===== src/rtl/button_ctrl_pkg.sv =====
// Shared types and constants for the push-button front end.
package button_ctrl_pkg;

   localparam int CNT_W       = 24;
   localparam int PRESS_SS    = 0;
   localparam int PRESS_MODE  = 1;
   localparam int PRESS_SPEED = 2;

   typedef enum logic [1:0] {
      RELEASED     = 2'd0,
      PRESS_WAIT   = 2'd1,
      PRESSED      = 2'd2,
      RELEASE_WAIT = 2'd3
   } db_state_t;

endpackage


===== src/rtl/debounce.sv =====
// Two-flop synchronizer plus stable-level debounce FSM for one button.
// Emits a one-cycle registered strobe when a debounced press is accepted.
module debounce
   import button_ctrl_pkg::*;
#(
   parameter int unsigned DEBOUNCE_CYCLES = 1000000
) (
   input  logic clk_i,
   input  logic rst_i,
   input  logic btn_i,
   output logic press_o
);

   localparam logic [CNT_W-1:0] CNT_LAST = CNT_W'(DEBOUNCE_CYCLES - 1);

   logic [1:0]       sync_q;
   db_state_t        state_q;
   logic [CNT_W-1:0] cnt_q;
   logic [CNT_W-1:0] cnt_inc;
   logic             press_q;
   logic             btn_s;

   assign btn_s   = sync_q[1];
   assign cnt_inc = (cnt_q == {CNT_W{1'b1}}) ? cnt_q : cnt_q + 1'b1;
   assign press_o = press_q;

   always_ff @(posedge clk_i or posedge rst_i) begin
      if (rst_i) begin
         sync_q  <= 2'b00;
         state_q <= RELEASED;
         cnt_q   <= '0;
         press_q <= 1'b0;
      end else begin
         sync_q  <= {sync_q[0], btn_i};
         press_q <= 1'b0;
         case (state_q)
            RELEASED: begin
               cnt_q <= '0;
               if (btn_s) state_q <= PRESS_WAIT;
            end
            PRESS_WAIT: begin
               if (!btn_s) begin
                  state_q <= RELEASED;
                  cnt_q   <= '0;
               end else if (cnt_q == CNT_LAST) begin
                  state_q <= PRESSED;
                  cnt_q   <= '0;
                  press_q <= 1'b1;
               end else begin
                  cnt_q <= cnt_inc;
               end
            end
            PRESSED: begin
               cnt_q <= '0;
               if (!btn_s) state_q <= RELEASE_WAIT;
            end
            RELEASE_WAIT: begin
               // a bounce back high returns to PRESSED silently: no second strobe
               if (btn_s) begin
                  state_q <= PRESSED;
                  cnt_q   <= '0;
               end else if (cnt_q == CNT_LAST) begin
                  state_q <= RELEASED;
                  cnt_q   <= '0;
               end else begin
                  cnt_q <= cnt_inc;
               end
            end
            default: begin
               state_q <= RELEASED;
               cnt_q   <= '0;
            end
         endcase
      end
   end

endmodule


===== src/rtl/button_ctrl.sv =====
// Debounces start/stop, direction and speed buttons; keeps SS, MODE and sel.
// Outputs update on the edge that ends each one-cycle press strobe.
module button_ctrl
   import button_ctrl_pkg::*;
#(
   parameter int unsigned DEBOUNCE_CYCLES = 1000000
) (
   input  logic       clk50m,
   input  logic       reset,
   input  logic       btn_ss,
   input  logic       btn_mode,
   input  logic       btn_speed,
   output logic       SS,
   output logic       MODE,
   output logic [1:0] sel,
   output logic [2:0] press
);

   logic [2:0] press_w;
   logic       ss_q, ss_d;
   logic       mode_q, mode_d;
   logic [1:0] sel_q, sel_d;

   debounce #(.DEBOUNCE_CYCLES(DEBOUNCE_CYCLES)) u_db_ss (
      .clk_i(clk50m), .rst_i(reset), .btn_i(btn_ss), .press_o(press_w[PRESS_SS])
   );
   debounce #(.DEBOUNCE_CYCLES(DEBOUNCE_CYCLES)) u_db_mode (
      .clk_i(clk50m), .rst_i(reset), .btn_i(btn_mode), .press_o(press_w[PRESS_MODE])
   );
   debounce #(.DEBOUNCE_CYCLES(DEBOUNCE_CYCLES)) u_db_speed (
      .clk_i(clk50m), .rst_i(reset), .btn_i(btn_speed), .press_o(press_w[PRESS_SPEED])
   );

   always_comb begin
      ss_d   = ss_q ^ press_w[PRESS_SS];
      mode_d = mode_q ^ press_w[PRESS_MODE];
      sel_d  = press_w[PRESS_SPEED] ? sel_q + 2'd1 : sel_q;
   end

   always_ff @(posedge clk50m or posedge reset) begin
      if (reset) begin
         ss_q   <= 1'b0;
         mode_q <= 1'b0;
         sel_q  <= 2'b00;
      end else begin
         ss_q   <= ss_d;
         mode_q <= mode_d;
         sel_q  <= sel_d;
      end
   end

   assign SS    = ss_q;
   assign MODE  = mode_q;
   assign sel   = sel_q;
   assign press = press_w;

endmodule


===== config.mk =====
export PLATFORM = sky130hd
export DESIGN_NAME = button_ctrl
export DESIGN_NICKNAME = d
export VERILOG_FILES = /design/src/rtl/button_ctrl_pkg.sv /design/src/rtl/debounce.sv /design/src/rtl/button_ctrl.sv
export SDC_FILE = /design/constraint.sdc
export NUM_CORES = 1
export LEC_CHECK = 0
export ABC_AREA = 1
export CAP_MARGIN = 20
export CORE_MARGIN = 10
export CORE_UTILIZATION = 51
export CTS_CLUSTER_SIZE = 12
export DETAILED_ROUTE_END_ITERATION = 10
export GPL_TIMING_DRIVEN = 0
export PLACE_DENSITY = 0.73
export SYNTH_ARGS = -nofsm -noshare
export SYNTH_HDL_FRONTEND = slang
export SYNTH_HIERARCHICAL = 1
export SYNTH_SLANG_ARGS = --single-unit

===== constraint.sdc =====
create_clock -name clk50m -period 3.3 [get_ports clk50m]
set_clock_uncertainty 0.1 [all_clocks]
set_input_delay 0.66 -clock clk50m [delete_from_list [all_inputs] [get_ports clk50m]]
set_output_delay 0.66 -clock clk50m [all_outputs]
set_load 0.05 [all_outputs]

==> impl_summary.log <==
INFO  metric drt-pass1-iter-count = 5
INFO  metric end_kind = primary output
INFO  metric cts.root.buffer_cell = sky130_fd_sc_hd__clkbuf_8
INFO  metric yosys.area_share.simple = 45.1%
INFO  metric drv.max_cap_violation_count = 0
INFO  metric final_layout_size_suffix_gt1_share = 11.1%
INFO  metric crit_path_cell_trace = clkdlybuf4s50_1
INFO  metric worstHoldPathCells = 0
INFO  metric ioPinCount = 12
INFO  metric viasPerCell = 5.26
INFO  metric timing.reg2reg.worst_path_depth = 9
INFO  metric muxShareOfSynthArea = 0%
INFO  metric netlist_top_cells_area = sky130_fd_sc_hd__dfrtp_1 40%, sky130_fd_sc_hd__nand2_1 14%, sky130_fd_sc_hd__nor2_1 9.9%
INFO  metric max_freq = 0.420 GHz
INFO  metric worstReg2RegStart = u_db_speed/cnt_q[0]
INFO  metric routedWlPerCell = 13.3 um
INFO  metric post_synth.cell_area_avg = 7.05 sq um
INFO  metric peakVddDrop = 0.237 mV
INFO  metric yosysTopAreaCell = sky130_fd_sc_hd__dfrtp_1
INFO  metric met1_usage = 20.9%
INFO  metric leakage = 2.88 nW
INFO  metric syn_to_final_growth = 9.77%
INFO  metric critical-path-max-stage-delay = 830 ps
INFO  metric post-place-cells = 952
INFO  metric power.density_cell_area = 319 nW/um^2
INFO  metric cp_max_fo = 4
INFO  metric synthXorXnorAreaFrac = 3.72%
INFO  metric timing.hold.worst.class = reg2reg
INFO  metric timing.critical_path.slowest_stage_cell = sky130_fd_sc_hd__clkdlybuf4s50_1
INFO  metric initial_standard_cell_utilization_of_the_core = 52.1%
INFO  metric detailroute.via_count = 5103
INFO  metric synth_area = 5650 sq um
INFO  metric crit_path_start_kind = flip-flop
INFO  metric timing.critical_path.arrival = 1620 ps
INFO  metric overflow_left_after_global_routing = 0
INFO  metric worstSetupPathType = reg2out
INFO  metric die_x = 125 um
INFO  metric drtAntennaViolNets = 0
INFO  metric gr-max-usage-layer = met2
INFO  metric cts.path.max_buffers = 2
INFO  metric post_synth_most_frequent_cells = 206 x sky130_fd_sc_hd__nand2_1, 149 x sky130_fd_sc_hd__nor2_1, 91 x sky130_fd_sc_hd__dfrtp_1, 91 x sky130_fd_sc_hd__nand3_1, 80 x sky130_fd_sc_hd__inv_1
INFO  metric finalSetupViolCount = 0
INFO  metric cp-startpoint = sel[0]
INFO  metric final.period_utilization = 72.1%
INFO  metric yosys_warnings = 6
INFO  metric relSlewSlack = 53.0%
INFO  metric yosys.area_share.adder = 0.665%
INFO  metric use_met2 = 27.5%
INFO  metric cts.repair_timing.setup_buffer_count = 0
INFO  metric floorplan.core_area = 10800 sq um
INFO  metric routabilityCongestion = 0.928
INFO  metric pwr-share-comb = 4.2%
INFO  metric p_sw = 0.531 mW
INFO  metric hold_viol_final = 0
INFO  metric routed_wirelength = 12.9 mm
INFO  metric grt_max_degree = 30
INFO  metric ys_dominant_reg_cell = sky130_fd_sc_hd__dfrtp_1
INFO  metric initial_antenna_violation_count = 0
INFO  metric ctsResizeCount = 0
INFO  metric cp_num_cells = 1
INFO  metric worst_ep_required = 2540 ps
INFO  metric grt_setup_unrepaired = false
INFO  metric synth-compound-area-share = 2.13%
INFO  metric final_net_count = 834
INFO  metric route.detailed.drc = 0
INFO  metric number_of_clock_buffers_inserted_by_tritoncts = 9
INFO  metric number_of_sinks_handled_by_clock_tree_synthesis = 91
INFO  metric power.share.sequential = 57.2%
INFO  metric slew_at_the_pin_closest_to_its_max_slew_limit = 704 ps
INFO  metric hold_end = u_db_mode/sync_q[1]
INFO  metric synth_top_area_share = 40.3%
INFO  metric clockPowerShare = 38.6%
INFO  metric r2r_slack = 1240 ps
INFO  metric cts-htree-levels = 3
INFO  metric internal_power = 1.44 mW
INFO  metric drv_slew = 0
INFO  metric cp_num_buf_inv = 1
INFO  metric synth-edff-count = 0
INFO  metric layout_min_cycle_time = 2380 ps
INFO  metric power.switching_fraction = 26.9%
INFO  metric detailed_place_hpwl = 9.85 mm
INFO  metric initialDrtViolationCount = 369
INFO  metric grt_pass1_vias = 4714
INFO  metric yosys.cell_count.top_type = sky130_fd_sc_hd__nand2_1
INFO  metric synthDistinctLibCells = 28
INFO  metric hold_buffer_count_at_cts = 0
INFO  metric path_clk_slew = 100 ps
INFO  metric clock_latency = 390 ps
INFO  metric critPathTopFamily = buffers and inverters
INFO  metric grt_pass1_wl = 22.0 mm
INFO  metric seq_area_frac_synth = 40.3%
INFO  metric die_h = 125 um
INFO  metric die_area = 15700 sq um
INFO  metric status = finished, final reports clean
INFO  metric grt_usage = 16.5%
INFO  metric worst_r2r_endpoint = u_db_speed/cnt_q[5]
INFO  metric fin_cells = 971
INFO  metric use_met3 = 2.45%
INFO  metric filler_cell_count = 1010
INFO  metric placement.io_buffers = 11
INFO  metric synth_cells = 801
INFO  metric final.setup.tns = 0 ps
INFO  metric synth_top_family_by_area = simple AND/OR/NAND/NOR gates
INFO  metric mappedNetlistNets = 809
INFO  metric antennaDiodeCount = 0
INFO  metric number_of_synthesized_register_bits = 91
INFO  metric row_count = 38
INFO  metric tritoncts = built
INFO  metric synthArstFlopShare = 100%
INFO  metric min_from = u_db_mode/sync_q[0]
## per-layer routing
layer,routed length [um],part of all wire [%],up-vias
met5,0,0,-
met4,269,2.1,0
met3,384,3.0,24
met2,6280,49,96
met1,5950,46,2389
li1,-,-,2594
## through the flow
stage | hold WS, ps | utilization (%) | worst slack [ps] | total power [mW] | instance area, sq um
after floorplan | 231 | - | 1670 | 1.20 | 5650
after global placement | 235 | 54.7 | 1010 | 1.22 | 5930
after global routing | 267 | 57.2 | 874 | 2.06 | 6200
after CTS | 261 | 56.5 | 899 | 1.99 | 6130
after detailed placement | 238 | 54.7 | 954 | 1.23 | 5930
final | 258 | 57.2 | 920 | 1.98 | 6200
## worst max path at each step
stage | slack [ps] | to
5_1_grt | 870 | press[2]
4_1_cts | 900 | sel[0]
3_5_place_dp | 950 | u_db_speed/cnt_q[11]
2_1_floorplan | 1670 | u_db_mode/cnt_q[14]
3_3_place_gp | 1010 | u_db_mode/cnt_q[12]
6_report | 920 | sel[0]
## final cells by class
cell class              instances  area, sq um  share of cell area (%)
multi-input cells             600         2920                    47.0
flip-flops and latches         91         2280                    36.7
inverters                      98          368                    5.93
repair buffers                 14          180                    2.91
well taps                     140          175                    2.83
clock buffers                   9          124                    2.00
plain buffers                  12         86.3                    1.39
clock inverters                 7         72.6                    1.17
## cells by family (layout without fill, tap and decap cells)
logic type,Yosys count,in the layout
simple gates,549,549
buf+inv,110,140
compound gates,24,24
flops,91,91
xor+xnor,24,24
fa+ha+maj,3,3
## power groups by stage
stage          Sequential [mW]  Clock (mW)  Combinational, mW
2_1_floorplan             1.15           0             0.0525
3_3_place_gp              1.15           0             0.0721
3_5_place_dp              1.15           0             0.0747
4_1_cts                   1.13       0.787             0.0751
5_1_grt                   1.13       0.828             0.0945
6_report                  1.13       0.763             0.0824
## cell usage in the layout (no fill, tap or decap), types with 9 or more instances in the layout
master,count
sky130_fd_sc_hd__nand3_1,91
sky130_fd_sc_hd__clkdlybuf4s50_1,11
sky130_fd_sc_hd__nand2_2,9
sky130_fd_sc_hd__xnor2_1,15
sky130_fd_sc_hd__nand2_1,206
sky130_fd_sc_hd__a21oi_1,18
sky130_fd_sc_hd__nor2_1,149
sky130_fd_sc_hd__nor2_4,15
sky130_fd_sc_hd__nand4_1,27
sky130_fd_sc_hd__xor2_1,9
sky130_fd_sc_hd__nor3_1,12
sky130_fd_sc_hd__clkbuf_8,9
sky130_fd_sc_hd__dfrtp_1,91
sky130_fd_sc_hd__inv_2,18
sky130_fd_sc_hd__inv_1,80
## sequential cells by signal, indices dropped and copies added (netlist names), named ones only
register / cells
u_db_mode/sync_q: 2
sel: 2
MODE: 1
u_db_ss/state_q: 1
u_db_speed/press_o: 1
u_db_mode/press_o: 1
u_db_speed/cnt_q: 24
u_db_speed/state_q: 1
SS: 1
u_db_mode/state_q: 1
u_db_ss/press_o: 1
u_db_speed/sync_q: 2
u_db_ss/cnt_q: 24
u_db_mode/cnt_q: 24
u_db_ss/sync_q: 2
Note: power is estimated with default switching activity, not from simulation.
